--- config.mk ---
export PLATFORM = sky130hd
export DESIGN_NAME = reg_rename_file
export DESIGN_NICKNAME = d
export VERILOG_FILES = /design/src/rtl/reg_rename_file.sv
export SDC_FILE = /design/constraint.sdc
export NUM_CORES = 2
export LEC_CHECK = 0
export CAP_MARGIN = 10
export CORE_MARGIN = 3
export CORE_UTILIZATION = 55
export CTS_BUF_LIST = sky130_fd_sc_hd__clkbuf_8
export CTS_CLUSTER_DIAMETER = 150
export DETAILED_ROUTE_END_ITERATION = 10
export DONT_BUFFER_PORTS = 1
export GPL_ROUTABILITY_DRIVEN = 0
export GPL_TIMING_DRIVEN = 0
export PLACE_DENSITY_LB_ADDON = 0.2
export SETUP_SLACK_MARGIN = 0.15
export SYNTH_ARGS = -nofsm -noshare
export SYNTH_HDL_FRONTEND = slang
export SYNTH_SLANG_ARGS = --single-unit
--- constraint.sdc ---
create_clock -name clk_in -period 9.34 [get_ports clk_in]
set_input_delay 0.467 -clock clk_in [delete_from_list [all_inputs] [get_ports clk_in]]
set_output_delay 0.467 -clock clk_in [all_outputs]
set_load 0.02 [all_outputs]
--- src/rtl/reg_rename_file.sv ---
// Architectural register file with per-register busy/ROB-tag rename table and commit bypass.
// Optional branch checkpoints of {busy, tag} are compiled in with `define REGFILE_CKPT_EN.
module reg_rename_file #(
    parameter int unsigned XLEN     = 32,
    parameter int unsigned NREG     = 32,
    parameter int unsigned ROB_W    = 4,
    parameter int unsigned NUM_RD   = 2,
    parameter int unsigned CKPT_NUM = 4
) (
    input  logic                             clk_in,
    input  logic                             rst_in,
    input  logic                             rdy_in,
    input  logic                             rn_valid_in,
    input  logic [$clog2(NREG)-1:0]          rn_rd_in,
    input  logic [ROB_W-1:0]                 rn_tag_in,
    input  logic [NUM_RD*$clog2(NREG)-1:0]   rd_addr_in,
    output logic [NUM_RD*XLEN-1:0]           rd_data_out,
    output logic [NUM_RD-1:0]                rd_busy_out,
    output logic [NUM_RD*ROB_W-1:0]          rd_tag_out,
    input  logic                             cm_valid_in,
    input  logic [$clog2(NREG)-1:0]          cm_rd_in,
    input  logic [ROB_W-1:0]                 cm_tag_in,
    input  logic [XLEN-1:0]                  cm_data_in,
    input  logic                             flush_in,
    output logic [$clog2(NREG):0]            pending_cnt_out
`ifdef REGFILE_CKPT_EN
    ,
    input  logic                             ck_save_in,
    input  logic [$clog2(CKPT_NUM)-1:0]      ck_id_in,
    input  logic                             ck_restore_in,
    input  logic [$clog2(CKPT_NUM)-1:0]      ck_rid_in
`endif
);

    localparam int unsigned AW = $clog2(NREG);

    logic [XLEN-1:0]  r_data [NREG];
    logic [NREG-1:0]  r_busy;
    logic [ROB_W-1:0] r_tag  [NREG];
    logic [AW:0]      r_pend;

    logic [NREG-1:0]  w_busy_nxt;
    logic [ROB_W-1:0] w_tag_nxt [NREG];
    logic [AW:0]      w_pend_nxt;
    logic             w_cm_live;
    logic             w_cm_hit;
    logic             w_rn_live;
    logic [AW-1:0]    w_ra [NUM_RD];

    assign w_cm_live = cm_valid_in && (cm_rd_in != '0);
    assign w_cm_hit  = w_cm_live && (r_tag[cm_rd_in] == cm_tag_in);
    assign w_rn_live = rn_valid_in && (rn_rd_in != '0);

`ifdef REGFILE_CKPT_EN
    localparam int unsigned CW = $clog2(CKPT_NUM);

    logic [NREG-1:0]  r_ck_busy [CKPT_NUM];
    logic [ROB_W-1:0] r_ck_tag  [CKPT_NUM][NREG];
    logic [NREG-1:0]  w_ck_busy_cl [CKPT_NUM];

    // Commits retire in every checkpoint too, so a restore never resurrects a done producer.
    always_comb begin
        for (int s = 0; s < CKPT_NUM; s++) begin
            w_ck_busy_cl[s] = r_ck_busy[s];
            if (w_cm_live && (r_ck_tag[s][cm_rd_in] == cm_tag_in)) begin
                w_ck_busy_cl[s][cm_rd_in] = 1'b0;
            end
        end
    end
`endif

    always_comb begin
        w_busy_nxt = r_busy;
        for (int i = 0; i < NREG; i++) begin
            w_tag_nxt[i] = r_tag[i];
        end
        if (flush_in) begin
            w_busy_nxt = '0;
            for (int i = 0; i < NREG; i++) begin
                w_tag_nxt[i] = '0;
            end
        end
`ifdef REGFILE_CKPT_EN
        else if (ck_restore_in) begin
            w_busy_nxt = w_ck_busy_cl[ck_rid_in];
            for (int i = 0; i < NREG; i++) begin
                w_tag_nxt[i] = r_ck_tag[ck_rid_in][i];
            end
        end
`endif
        else begin
            if (w_cm_hit) begin
                w_busy_nxt[cm_rd_in] = 1'b0;
            end
            if (w_rn_live) begin
                w_busy_nxt[rn_rd_in] = 1'b1;
                w_tag_nxt[rn_rd_in]  = rn_tag_in;
            end
        end
        w_busy_nxt[0] = 1'b0;
    end

    always_comb begin
        w_pend_nxt = '0;
        for (int i = 1; i < NREG; i++) begin
            w_pend_nxt = w_pend_nxt + {{AW{1'b0}}, w_busy_nxt[i]};
        end
    end

    always_ff @(posedge clk_in or negedge rst_in) begin
        if (!rst_in) begin
            r_busy <= '0;
            r_pend <= '0;
            for (int i = 0; i < NREG; i++) begin
                r_data[i] <= '0;
                r_tag[i]  <= '0;
            end
        end else if (rdy_in) begin
            r_busy <= w_busy_nxt;
            r_pend <= w_pend_nxt;
            for (int i = 0; i < NREG; i++) begin
                r_tag[i] <= w_tag_nxt[i];
            end
            // Retired data lands even under flush.
            if (w_cm_live) begin
                r_data[cm_rd_in] <= cm_data_in;
            end
        end
    end

`ifdef REGFILE_CKPT_EN
    always_ff @(posedge clk_in or negedge rst_in) begin
        if (!rst_in) begin
            for (int s = 0; s < CKPT_NUM; s++) begin
                r_ck_busy[s] <= '0;
                for (int i = 0; i < NREG; i++) begin
                    r_ck_tag[s][i] <= '0;
                end
            end
        end else if (rdy_in) begin
            for (int s = 0; s < CKPT_NUM; s++) begin
                if (ck_save_in && (ck_id_in == CW'(s))) begin
                    r_ck_busy[s] <= w_busy_nxt;
                    for (int i = 0; i < NREG; i++) begin
                        r_ck_tag[s][i] <= w_tag_nxt[i];
                    end
                end else begin
                    r_ck_busy[s] <= w_ck_busy_cl[s];
                end
            end
        end
    end
`endif

    // Reads see the same-cycle commit but never the same-cycle rename.
    always_comb begin
        for (int p = 0; p < NUM_RD; p++) begin
            w_ra[p] = rd_addr_in[p*AW +: AW];
            rd_data_out[p*XLEN +: XLEN] = '0;
            rd_busy_out[p]              = 1'b0;
            rd_tag_out[p*ROB_W +: ROB_W] = '0;
            if (w_ra[p] != '0) begin
                rd_data_out[p*XLEN +: XLEN]  = r_data[w_ra[p]];
                rd_busy_out[p]               = r_busy[w_ra[p]];
                rd_tag_out[p*ROB_W +: ROB_W] = r_tag[w_ra[p]];
                if (cm_valid_in && (cm_rd_in == w_ra[p])) begin
                    rd_data_out[p*XLEN +: XLEN] = cm_data_in;
                    if (r_busy[w_ra[p]] && (r_tag[w_ra[p]] == cm_tag_in)) begin
                        rd_busy_out[p] = 1'b0;
                    end
                end
            end
        end
    end

    assign pending_cnt_out = r_pend;

endmodule

==> results.toml <==
[sta]
slew_headroom = -0.01726
setup_viol = 0
clock.fmax_mhz = 136.8
setup_ws_ps = 2030
tightest_slew_ps = 1526
tns_ps = 0
hold_viol_final = 0
fin_crit_ps = 7310
fin_crit_sh = 0.7827
finalClockSkew_ps = 57.42
maxSlewViolCount = 11
rsz0062_at_grt = "false"

[global_routing]
overflow = 0
grt_pass1_vias = 50290
grt_start_max_net_pins = 1190
antenna_found_initial = 19
grt_usage = 0.4460
grt_pass1_wl_um = 391100

[final_layout]
final_layout_size_suffix_gt1_frac = 0.4447
fillers = 9312
areaGrowthSynthToFinish_pct = 12.03
fin_nets = 5166

[setup_path]
endpoint = "pending_cnt_out[4]$_DFFE_PN0P_"
arrival_ps = 8140
startpoint_type = "flop"
critical_path.slowest_cell = "fa_1"
path_depth = 22
crit_path_frequent_cell = "fa_1"
setup.worst_path.start = "r_tag[38]$_DFFE_PN0P_"
rr_worst_depth = 22
path_max_fanout = 7
cpLargestDelayFamily = "adder cells"
required_ps = 10170
r2r-start = "r_tag[38]$_DFFE_PN0P_"
critical_path.max_stage_delay_ps = 540
r2r_end = "pending_cnt_out[4]$_DFFE_PN0P_"
endpoint_kind = "flop"
reg2reg_setup_slack_ps = 2030
path_cells = "mux2i_1 -> o22ai_1 -> nor4_2 -> a21o_1 -> and4_1 -> nand3_1 -> o221ai_1 -> fa_1 -> fa_1 -> fa_1 -> inv_1 -> fa_1 -> fa_1 -> fa_1 -> inv_1 -> fa_1 -> inv_1 -> fa_1 -> a21o_1 -> a21oi_1 -> xnor2_1 -> mux2_2"
critical_path_buf_inv_count = 3
critPathKind = "flop to flop"

[floorplan]
io_pins = 146
row_count = 128
chipWidth_um = 357.7
core_area_um2 = 122400
initial_core_util = 0.5561
dieArea_um2 = 128000
die_height_um = 357.7

[power_and_ir_drop]
comb_power_share = 0.211
p_leak_uw = 0.03325
power_frac_clock = 0.354
p_sw_frac = 0.3105
vdd_drop_max_mv = 0.1815
pwr-share-seq = 0.435
p_total_uw = 14920
p_int_uw = 10280
p_sw_uw = 4631
p_per_area_nw_per_um2 = 195.7

[route]
post-route-drc-count = 0
dr.pass1.iters = 10
num_vias = 52490
routedWlPerCell_um = 41.49
drt.antenna.violating_nets = 0
vias_per_cell = 7.633
wl_um = 285300
drtIter0Drc = 9914

[place]
post-place-ws_ps = 1569
io_buffers = 0
dp_hpwl_um = 189500

[clock_network]
clock_path_buffers = 3
cts-hold-fix-buffers = 42
cts_max_level = 4
cts_sinks = 1189
cts_setup_buffers = 0
worst_skew_pair.late_latency_ps = 1000
cts-root-buf = "clkbuf_8"
numCtsBuffers = 201
clk_pin_slew_ps = 70
cts_tree = "yes"
ctsResizeCount = 0

[synthesis]
ys_seq_area_frac = 0.4373
synth_ff_type = "dfrtp_1"
async_reset_ff_frac = 1.000
syn_nets = 4848
synth-seq-cells = 1189
syn_area_um2 = 68040
post_synth_num_cell_types = 63
yosysWarnings = 0
synthCells = 4752
synth-edff-count = 0
synth_area_leaders = "dfrtp_1, mux4_2, mux2_2"
syn_area_per_cell_um2 = 14.32
yosysTopAreaCellShare = 0.4373
ys_top_cells_by_count = "dfrtp_1, mux2_2, mux4_2, clkbuf_1, mux2i_1"
yosys.area.top_type = "dfrtp_1"
yosysMostFrequentCell = "dfrtp_1"

[min_path]
min_path_cells = 3
hp-class = "input port to flop"

[status]
failed_checks = "capacitance limit, slew limit"
run_status = "finished, violations left"

[flow_run]
maxCapViolations = 2
worst min-delay path, cell delays in order:
cell	delay, ps
and2_0	240
mux2i_1	180
o22ai_1	90
cells by family (layout without fill, tap and decap cells):
group | Yosys count | in the layout | synth area share
AO/OA/AOI/OAI | 486 | 486 | 0.04631
XOR/XNOR | 23 | 23 | 0.003071
adder cells (fa/ha/maj) | 30 | 30 | 0.008055
buffers and inverters | 655 | 1140 | 0.04112
flip-flops | 1189 | 1189 | 0.4373
multiplexers | 1935 | 1935 | 0.4325
other | 0 | 14 | 0
AND/OR/NAND/NOR | 434 | 434 | 0.03165
how the worst min path moves through the flow:
stage / from / end / slack, ps
2_1_floorplan: rst_in / pending_cnt_out[0]$_DFFE_PN0P_ / 170
3_3_place_gp: rst_in / r_tag[50]$_DFFE_PN0P_ / 280
3_5_place_dp: rst_in / r_tag[50]$_DFFE_PN0P_ / 280
4_1_cts: rst_in / r_tag[77]$_DFFE_PN0P_ / -760
5_1_grt: cm_data_in[20] / r_data[148]$_DFFE_PN0P_ / 40
6_report: rn_tag_in[3] / r_tag[15]$_DFFE_PN0P_ / 20
power groups by stage:
| stage | clock network (uW) | registers, uW | logic [uW] |
|---|---|---|---|
| 2_1_floorplan | 0 | 6290 | 2130 |
| 3_3_place_gp | 0 | 6480 | 2790 |
| 3_5_place_dp | 0 | 6530 | 2880 |
| 4_1_cts | 5240 | 6440 | 2920 |
| 5_1_grt | 5470 | 6550 | 3260 |
| 6_report | 5280 | 6490 | 3140 |
metrics by stage:
stage	instances	hold slack, ps	instance area (um^2)	util
6_report	6876	24.44	76220	0.6229
5_1_grt	6863	43.33	76190	0.6227
3_3_place_gp	6377	278.7	70070	0.5727
2_1_floorplan	4752	171.4	68040	-
4_1_cts	6839	-756.0	75770	0.6193
3_5_place_dp	6427	282.5	70880	0.5793
cells in the final DEF (no fill, tap or decap), drive strengths merged, types with 5 or more instances in the layout:
| cell type | count |
|---|---|
| dfrtp | 1189 |
| mux2 | 998 |
| mux4 | 704 |
| clkbuf | 566 |
| buf | 276 |
| mux2i | 233 |
| nor2 | 210 |
| inv | 208 |
| o22ai | 143 |
| a21oi | 110 |
| a211oi | 106 |
| nand2 | 64 |
| o21ai | 49 |
| dlygate4sd3 | 45 |
| nor2b | 37 |
| clkinv | 29 |
| fa | 23 |
| nand3 | 18 |
| a22oi | 16 |
| nand4 | 15 |
| diode | 14 |
| a21o | 14 |
| bufinv | 13 |
| xor2 | 13 |
| nand2b | 12 |
| nor3 | 12 |
| and2 | 12 |
| o21a | 11 |
| nor4 | 11 |
| xnor2 | 10 |
| o221ai | 10 |
| or2 | 10 |
| and3 | 7 |
| ha | 7 |
| a32o | 6 |
| or4bb | 5 |
| nand4b | 5 |
| or3 | 5 |
area by class of cell:
class | count | area, um^2 | share of cell area
antenna | 14 | 35.03 | 0.0004596
multi-input combinational | 2908 | 35520 | 0.4660
timing repair buffer | 115 | 1563 | 0.02050
tap | 1625 | 2033 | 0.02668
clock buffer | 259 | 3565 | 0.04677
inverter | 142 | 533.0 | 0.006993
sequential | 1189 | 29750 | 0.3904
buffer | 513 | 2310 | 0.03030
clock inverter | 111 | 905.9 | 0.01189
state kept, by name, summed over array words and instances, names as in the netlist:
register / count
r_busy: 31
pending_cnt_out: 6
r_data: 1024
r_tag: 128
metal layers:
metal,global-route usage,share of wire
met1,0.5670,0.35
met2,0.5792,0.39
met3,0.2618,0.18
met4,0.2683,0.076
met5,0.03472,0.0024
Note: power is estimated with default switching activity, not from simulation.
